**config.mk**
```make
export PLATFORM = sky130hd
export DESIGN_NAME = conv3x3_window_stream_flat
export DESIGN_NICKNAME = d
export VERILOG_FILES = /design/src/rtl/conv3x3_window_stream_if.sv /design/src/rtl/conv3x3_window_stream.sv /design/src/flat_wrapper.sv
export SDC_FILE = /design/constraint.sdc
export NUM_CORES = 2
export LEC_CHECK = 0
export ABC_AREA = 1
export CORE_UTILIZATION = 40
export CTS_CLUSTER_DIAMETER = 30
export CTS_CLUSTER_SIZE = 12
export DETAILED_ROUTE_END_ITERATION = 12
export HOLD_SLACK_MARGIN = 0.12
export SYNTH_ARGS = -nofsm -noshare
export SYNTH_HDL_FRONTEND = slang
export SYNTH_SLANG_ARGS = --single-unit
```
**constraint.sdc**
```tcl
create_clock -name clk -period 11.8 [get_ports clk]
set_clock_uncertainty 0.1 [all_clocks]
set_input_delay 1.77 -clock clk [delete_from_list [all_inputs] [get_ports clk]]
set_output_delay 1.77 -clock clk [all_outputs]
set_load 0.01 [all_outputs]
```
**src/rtl/conv3x3_window_stream_if.sv**
```systemverilog
// Pixel stream, coefficient and result bundle between the resizer, the 3x3
// convolution stage and the classifier.
interface conv3x3_window_stream_if #(
    parameter int unsigned DATA_W = 12,
    parameter int unsigned COEF_W = 8,
    parameter int unsigned OUT_W  = 12
);
    logic [DATA_W-1:0]   pixel_in;
    logic                valid_in;
    logic [9*COEF_W-1:0] coef_in;
    logic [OUT_W-1:0]    pixel_out;
    logic                valid_out;
    logic                frame_done;

    modport master (
        output pixel_in, valid_in, coef_in,
        input  pixel_out, valid_out, frame_done
    );

    modport slave (
        input  pixel_in, valid_in, coef_in,
        output pixel_out, valid_out, frame_done
    );
endinterface

```
**src/rtl/conv3x3_window_stream.sv**
```systemverilog
// Streaming 3x3 convolution over a padded frame: two line buffers feed a
// sliding window, then a 2-stage multiply / sum-shift-ReLU-saturate pipeline.
module conv3x3_window_stream #(
    parameter int unsigned PAD_DIM = 34,
    parameter int unsigned DATA_W  = 12,
    parameter int unsigned COEF_W  = 8,
    parameter int unsigned OUT_W   = 12,
    parameter int unsigned SHIFT   = 4
) (
    input  logic                          clk,
    input  logic                          rst_n,
    conv3x3_window_stream_if.slave        bus
);
    localparam int unsigned CNT_W  = $clog2(PAD_DIM);
    localparam int unsigned PIX_W  = DATA_W + 1;
    localparam int unsigned PROD_W = PIX_W + COEF_W;
    localparam int unsigned ACC_W  = 24;
    localparam int unsigned TAPS   = 9;
    localparam logic [CNT_W-1:0]        LAST_IDX = CNT_W'(PAD_DIM - 1);
    localparam logic signed [ACC_W-1:0] OUT_MAX  = ACC_W'((2 ** OUT_W) - 1);

    logic [CNT_W-1:0]         col_q, col_d;
    logic [CNT_W-1:0]         row_q, row_d;
    logic [TAPS*COEF_W-1:0]   coef_q, coef_d;
    logic [DATA_W-1:0]        lb0_q [PAD_DIM];
    logic [DATA_W-1:0]        lb1_q [PAD_DIM];
    logic [DATA_W-1:0]        win_q [3][2];
    logic [DATA_W-1:0]        win_d [3][2];
    logic [DATA_W-1:0]        col_pix [3];
    logic [DATA_W-1:0]        tap_pix [TAPS];
    logic signed [PROD_W-1:0] prod_q [TAPS];
    logic signed [PROD_W-1:0] prod_d [TAPS];
    logic                     v1_q, v1_d;
    logic                     last1_q, last1_d;
    logic signed [ACC_W-1:0]  acc;
    logic signed [ACC_W-1:0]  res;
    logic [OUT_W-1:0]         pixel_out_q, pixel_out_d;
    logic                     valid_out_q, valid_out_d;
    logic                     frame_done_q, frame_done_d;

    // Newest window column: rows r-2, r-1 from the line buffers, row r live.
    always_comb begin
        col_pix[0] = lb1_q[col_q];
        col_pix[1] = lb0_q[col_q];
        col_pix[2] = bus.pixel_in;
        for (int kr = 0; kr < 3; kr++) begin
            tap_pix[kr*3 + 0] = win_q[kr][0];
            tap_pix[kr*3 + 1] = win_q[kr][1];
            tap_pix[kr*3 + 2] = col_pix[kr];
        end
    end

    // Input side: raster counters, coefficient latch, window shift, stage 1.
    always_comb begin
        col_d   = col_q;
        row_d   = row_q;
        coef_d  = coef_q;
        win_d   = win_q;
        v1_d    = 1'b0;
        last1_d = 1'b0;
        for (int k = 0; k < TAPS; k++) begin
            prod_d[k] = PROD_W'($signed({1'b0, tap_pix[k]}))
                      * PROD_W'($signed(coef_q[k*COEF_W +: COEF_W]));
        end
        if (bus.valid_in) begin
            if (col_q == LAST_IDX) begin
                col_d = '0;
                row_d = (row_q == LAST_IDX) ? '0 : row_q + CNT_W'(1);
            end else begin
                col_d = col_q + CNT_W'(1);
            end
            if (row_q == '0 && col_q == '0) begin
                coef_d = bus.coef_in;
            end
            for (int i = 0; i < 3; i++) begin
                win_d[i][0] = win_q[i][1];
                win_d[i][1] = col_pix[i];
            end
            v1_d    = (row_q >= CNT_W'(2)) && (col_q >= CNT_W'(2));
            last1_d = (row_q == LAST_IDX) && (col_q == LAST_IDX);
        end
    end

    // Stage 2: sum of products, arithmetic shift, ReLU and saturation.
    always_comb begin
        acc = '0;
        for (int k = 0; k < TAPS; k++) begin
            acc = acc + ACC_W'(prod_q[k]);
        end
        res          = acc >>> SHIFT;
        pixel_out_d  = pixel_out_q;
        valid_out_d  = v1_q;
        frame_done_d = v1_q & last1_q;
        if (v1_q) begin
            if (res < 0) begin
                pixel_out_d = '0;
            end else if (res > OUT_MAX) begin
                pixel_out_d = '1;
            end else begin
                pixel_out_d = res[OUT_W-1:0];
            end
        end
    end

    always_ff @(posedge clk or negedge rst_n) begin
        if (!rst_n) begin
            col_q        <= '0;
            row_q        <= '0;
            coef_q       <= '0;
            v1_q         <= 1'b0;
            last1_q      <= 1'b0;
            pixel_out_q  <= '0;
            valid_out_q  <= 1'b0;
            frame_done_q <= 1'b0;
            for (int i = 0; i < 3; i++) begin
                win_q[i][0] <= '0;
                win_q[i][1] <= '0;
            end
            for (int k = 0; k < TAPS; k++) begin
                prod_q[k] <= '0;
            end
        end else begin
            col_q        <= col_d;
            row_q        <= row_d;
            coef_q       <= coef_d;
            v1_q         <= v1_d;
            last1_q      <= last1_d;
            pixel_out_q  <= pixel_out_d;
            valid_out_q  <= valid_out_d;
            frame_done_q <= frame_done_d;
            win_q        <= win_d;
            prod_q       <= prod_d;
        end
    end

    // Line buffers are always rewritten before being read, so no reset.
    always_ff @(posedge clk) begin
        if (bus.valid_in) begin
            lb1_q[col_q] <= lb0_q[col_q];
            lb0_q[col_q] <= bus.pixel_in;
        end
    end

    assign bus.pixel_out  = pixel_out_q;
    assign bus.valid_out  = valid_out_q;
    assign bus.frame_done = frame_done_q;
endmodule

```
**src/flat_wrapper.sv**
```systemverilog
// flat-port wrapper written by rule: the top's interface ports become plain ports
module conv3x3_window_stream_flat 
#(
    parameter int unsigned PAD_DIM = 34,
    parameter int unsigned DATA_W  = 12,
    parameter int unsigned COEF_W  = 8,
    parameter int unsigned OUT_W   = 12,
    parameter int unsigned SHIFT   = 4
)
  (clk, rst_n, bus_pixel_in, bus_valid_in, bus_coef_in, bus_pixel_out, bus_valid_out, bus_frame_done);
  conv3x3_window_stream_if #(.DATA_W(DATA_W), .COEF_W(COEF_W), .OUT_W(OUT_W)) bus_i ();
  input  logic clk;
  input  logic rst_n;
  input wire logic [$bits(bus_i.pixel_in)-1:0] bus_pixel_in;
  input wire logic [$bits(bus_i.valid_in)-1:0] bus_valid_in;
  input wire logic [$bits(bus_i.coef_in)-1:0] bus_coef_in;
  output wire logic [$bits(bus_i.pixel_out)-1:0] bus_pixel_out;
  output wire logic [$bits(bus_i.valid_out)-1:0] bus_valid_out;
  output wire logic [$bits(bus_i.frame_done)-1:0] bus_frame_done;
  assign bus_i.pixel_in = bus_pixel_in;
  assign bus_i.valid_in = bus_valid_in;
  assign bus_i.coef_in = bus_coef_in;
  assign bus_pixel_out = bus_i.pixel_out;
  assign bus_valid_out = bus_i.valid_out;
  assign bus_frame_done = bus_i.frame_done;
  conv3x3_window_stream #(.PAD_DIM(PAD_DIM), .DATA_W(DATA_W), .COEF_W(COEF_W), .OUT_W(OUT_W), .SHIFT(SHIFT)) u_core (.clk(clk), .rst_n(rst_n), .bus(bus_i));
endmodule
```
==> results.txt <==
fin crit share - 67.3%
first-pass GRT wire length - 326000 um
Sink Count - 1177
Post-Syn Area - 76200 um^2
share of the synthesized area in the top cell type - 32.2%
pre-CTS setup slack - 4.06 ns
CTS tree - done
final net count - 8823
area overhead of the layout relative to synthesis - 17.2%
Cell Int Power - 11.0 mW
YS warnings - 0
unrepaired setup endpoints after global routing - false
post-CTS sizing - 0
CP max FO - 60
top cells by area, synth - edfxtp_1 32%, fa_1 18%, dfrtp_1 12%, ha_1 8.4%, nand2_1 7.9%
ys async rst share - 30.7%
most crowded layer after global routing - met2
CP most frequent cell - nand2_1
Mapped Avg Cell Area - 10.4 um^2
R2R Setup Slk - 3.86 ns
Core Util, Final - 47.4%
final estimated routing congestion in global placement - 0.916
HP Class - reg -> reg
most common cell after layout, fill and taps aside - nand2_1
largest net degree at the start of global routing - 151
WP data required - 12.45 ns
worst skew pair latency - 0.94 ns
Reg power frac - 34.6%
DRC - 0
crit path launch type - flop
fraction of layout cells with a size suffix above 1 - 8.92%
Post-Syn Nets - 8635
Slowest-stage cell, CP - inv_2
post-route ant nets - 0
sw frac - 30.7%
leakage power - 42.4 nW
cells after synthesis - 7357
Wirelength per Cell - 20.6 um
crit path kind - reg -> reg
GRT Util Overall - 22.3%
Setup Buffers After CTS - 0
Slew Limit Fails - 0
Detailed Route Iter0 Violations - 4346
Rel. slew slack - 16.5%
critical path endpoint category - flop
worst vdd ir - 0.213 mV
core area - 188000 um^2
Num CTS Buffers - 282
ys flop type - edfxtp_1
CTS root buffer - clkbuf_16
endpoints failing setup - 0
Starting Density - 40.4%
final setup margin - 3.86 ns
die width - 438 um
commonest non-fill, non-tap cells in the layout - 1609 x nand2_1, 1521 x inv_1, 816 x edfxtp_1, 680 x fa_1, 511 x ha_1
Placement Cell Area - 79900 um^2
final setup TNS - 0 ns
met1 Resource Use GR - 28.9%
Port Buffer Count - 100
cts hold-fix bufs - 0
Die H - 438 um
combinational power share - 17.0%
Psw - 4.88 mW
post-synthesis register bit count - 1177
die area - 192000 um^2
final WL - 211000 um
Hold Fails Final Rpt - 0
total number of vias - 52300
Arr. time, crit path - 8.59 ns
clock transition at the registers of the reported paths - 0.04 ns
Cell Pwr Density - 178 nW/um^2
cell taking the most area after synthesis - edfxtp_1
Seq/Total Area, Yosys - 44.0%
Yosys cell types - 50
IO Pins - 101
Rows - 159
number of flops mapped to enable cells by yosys - 816
met3 Track Usage GR - 3.80%
met2 Track Usage GR - 36.9%
H-tree depth - 5
number of global-route vias before repair - 54400
outcome - finished clean
fmax - 126 MHz
Max Cap Viol - 0
Max stage delay on crit path - 0.59 ns
clock network fraction of design power - 48.4%
initial antenna violation count - 5
DP HPWL - 143000 um
fillers - 17000
actual slew at the worst max-slew pin - 1.25 ns
Avg Vias per Cell - 5.11
clk buf depth - 4
min Tclk post-route - 7.94 ns
gr ovfl total - 0
drt pass-1 iters - 5
final instance area - 89300 um^2
critical path, delay by kind of cell (launching register included):
family / cells / cell delay, ns
XOR/XNOR: 1 / 0.14
flip-flops: 1 / 0.34
AO/OA/AOI/OAI: 5 / 1.31
buffers and inverters: 7 / 2.32
adder cells (fa/ha/maj): 5 / 2.35
AND/OR/NAND/NOR: 10 / 1.14
cells by family (layout without fill, tap and decap cells):
family	count (synthesis)	in the layout	share of synthesized area [%]
simple gates	2213	2213	11.7
buf+inv	1813	2190	9.05
fa+ha+maj	1191	1191	26.3
flops	1177	1177	44.0
compound gates	705	705	5.76
xor+xnor	185	185	2.13
mux	73	73	1.08
other cells	0	1	0
per-layer routing:
metal / part of all wire (%) / wire length, um / up-vias
met5: 0.027 / 57 / -
met4: 4.1 / 8700 / 8
met3: 6.7 / 14100 / 445
met2: 48 / 101000 / 1867
met1: 41 / 87500 / 26200
li1: - / - / 23800
per-stage QoR:
stage,cells,power (mW),hold WS [ns]
global placement,9756,8.17,0.369
floorplan,7357,6.78,0.274
detailed placement,9756,8.23,0.368
finish,10200,15.9,0.375
global route,10200,16.4,0.402
CTS,10200,16.0,0.380
path summary, 6_finish.rpt:
| check | startpoint | end | cells after the start |
|---|---|---|---|
| max | u_core.col_q[0] | u_core.prod_q[81] | 28 |
| min in group asynchronous | rst_n | u_core.coef_q[43] | 1 |
| min | u_core.bus.pixel_out[1] | u_core.bus.pixel_out[1] | 2 |
| min reg2reg | u_core.bus.pixel_out[1] | u_core.bus.pixel_out[1] | 2 |
| max reg2reg | u_core.col_q[0] | u_core.prod_q[81] | 28 |
| max in group asynchronous | rst_n | u_core.coef_q[11] | 3 |
final cells by class:
| cell class | count | area, um^2 | area share, % |
|---|---|---|---|
| Multi-Input combinational cell | 4367 | 35900 | 40.2 |
| Sequential cell | 1177 | 33500 | 37.6 |
| Clock buffer | 338 | 7540 | 8.45 |
| Inverter | 1539 | 5780 | 6.47 |
| Tap cell | 2495 | 3120 | 3.50 |
| Clock inverter | 135 | 1790 | 2.01 |
| Timing Repair Buffer | 178 | 1600 | 1.80 |
| Antenna cell | 1 | 2.50 | 0.00280 |
sequential cells by signal, indices dropped and copies added, names as in the netlist:
| register | cells |
|---|---|
| u_core.tap_pix | 72 |
| u_core.prod_q | 189 |
| u_core.col_q | 6 |
| u_core.bus.frame_done | 1 |
| u_core.lb1_q | 408 |
| u_core.row_q | 6 |
| u_core.lb0_q | 408 |
| u_core.v1_q | 1 |
| u_core.coef_q | 72 |
| u_core.bus.pixel_out | 12 |
| u_core.bus.valid_out | 1 |
| u_core.last1_q | 1 |
power groups by stage:
| stage | combinational (mW) | sequential, mW | clock [mW] |
|---|---|---|---|
| after global routing | 2.85 | 5.53 | 7.98 |
| after CTS | 2.68 | 5.50 | 7.79 |
| final | 2.70 | 5.50 | 7.69 |
| after floorplan | 1.51 | 5.26 | 0 |
| after detailed placement | 2.66 | 5.57 | 0 |
| after global placement | 2.61 | 5.56 | 0 |
cell usage after synthesis (6+ instances only):
library cell and instances:
o2111a_1 7, edfxtp_1 816, xnor2_1 60, nor2_1 316
a21boi_0 9, o31ai_1 8, ha_1 511, inv_2 9
a21oi_1 199, o2111ai_1 9, a221oi_1 82, dfrtp_1 361
nor2_2 21, clkbuf_1 198, nor3_1 24, clkinv_1 8
a22oi_1 87, a211oi_1 10, or2_2 30, mux2_2 67
o21ai_0 215, a21o_1 6, xor2_1 125, o21a_1 6
nand3_1 102, nand4_1 95, buf_2 48, a22o_1 19
fa_1 680, a31oi_1 18, buf_1 22, inv_1 1522
nand2_1 1609, o21bai_1 15, nand3b_1 6
Note: power is estimated with default switching activity, not from simulation.
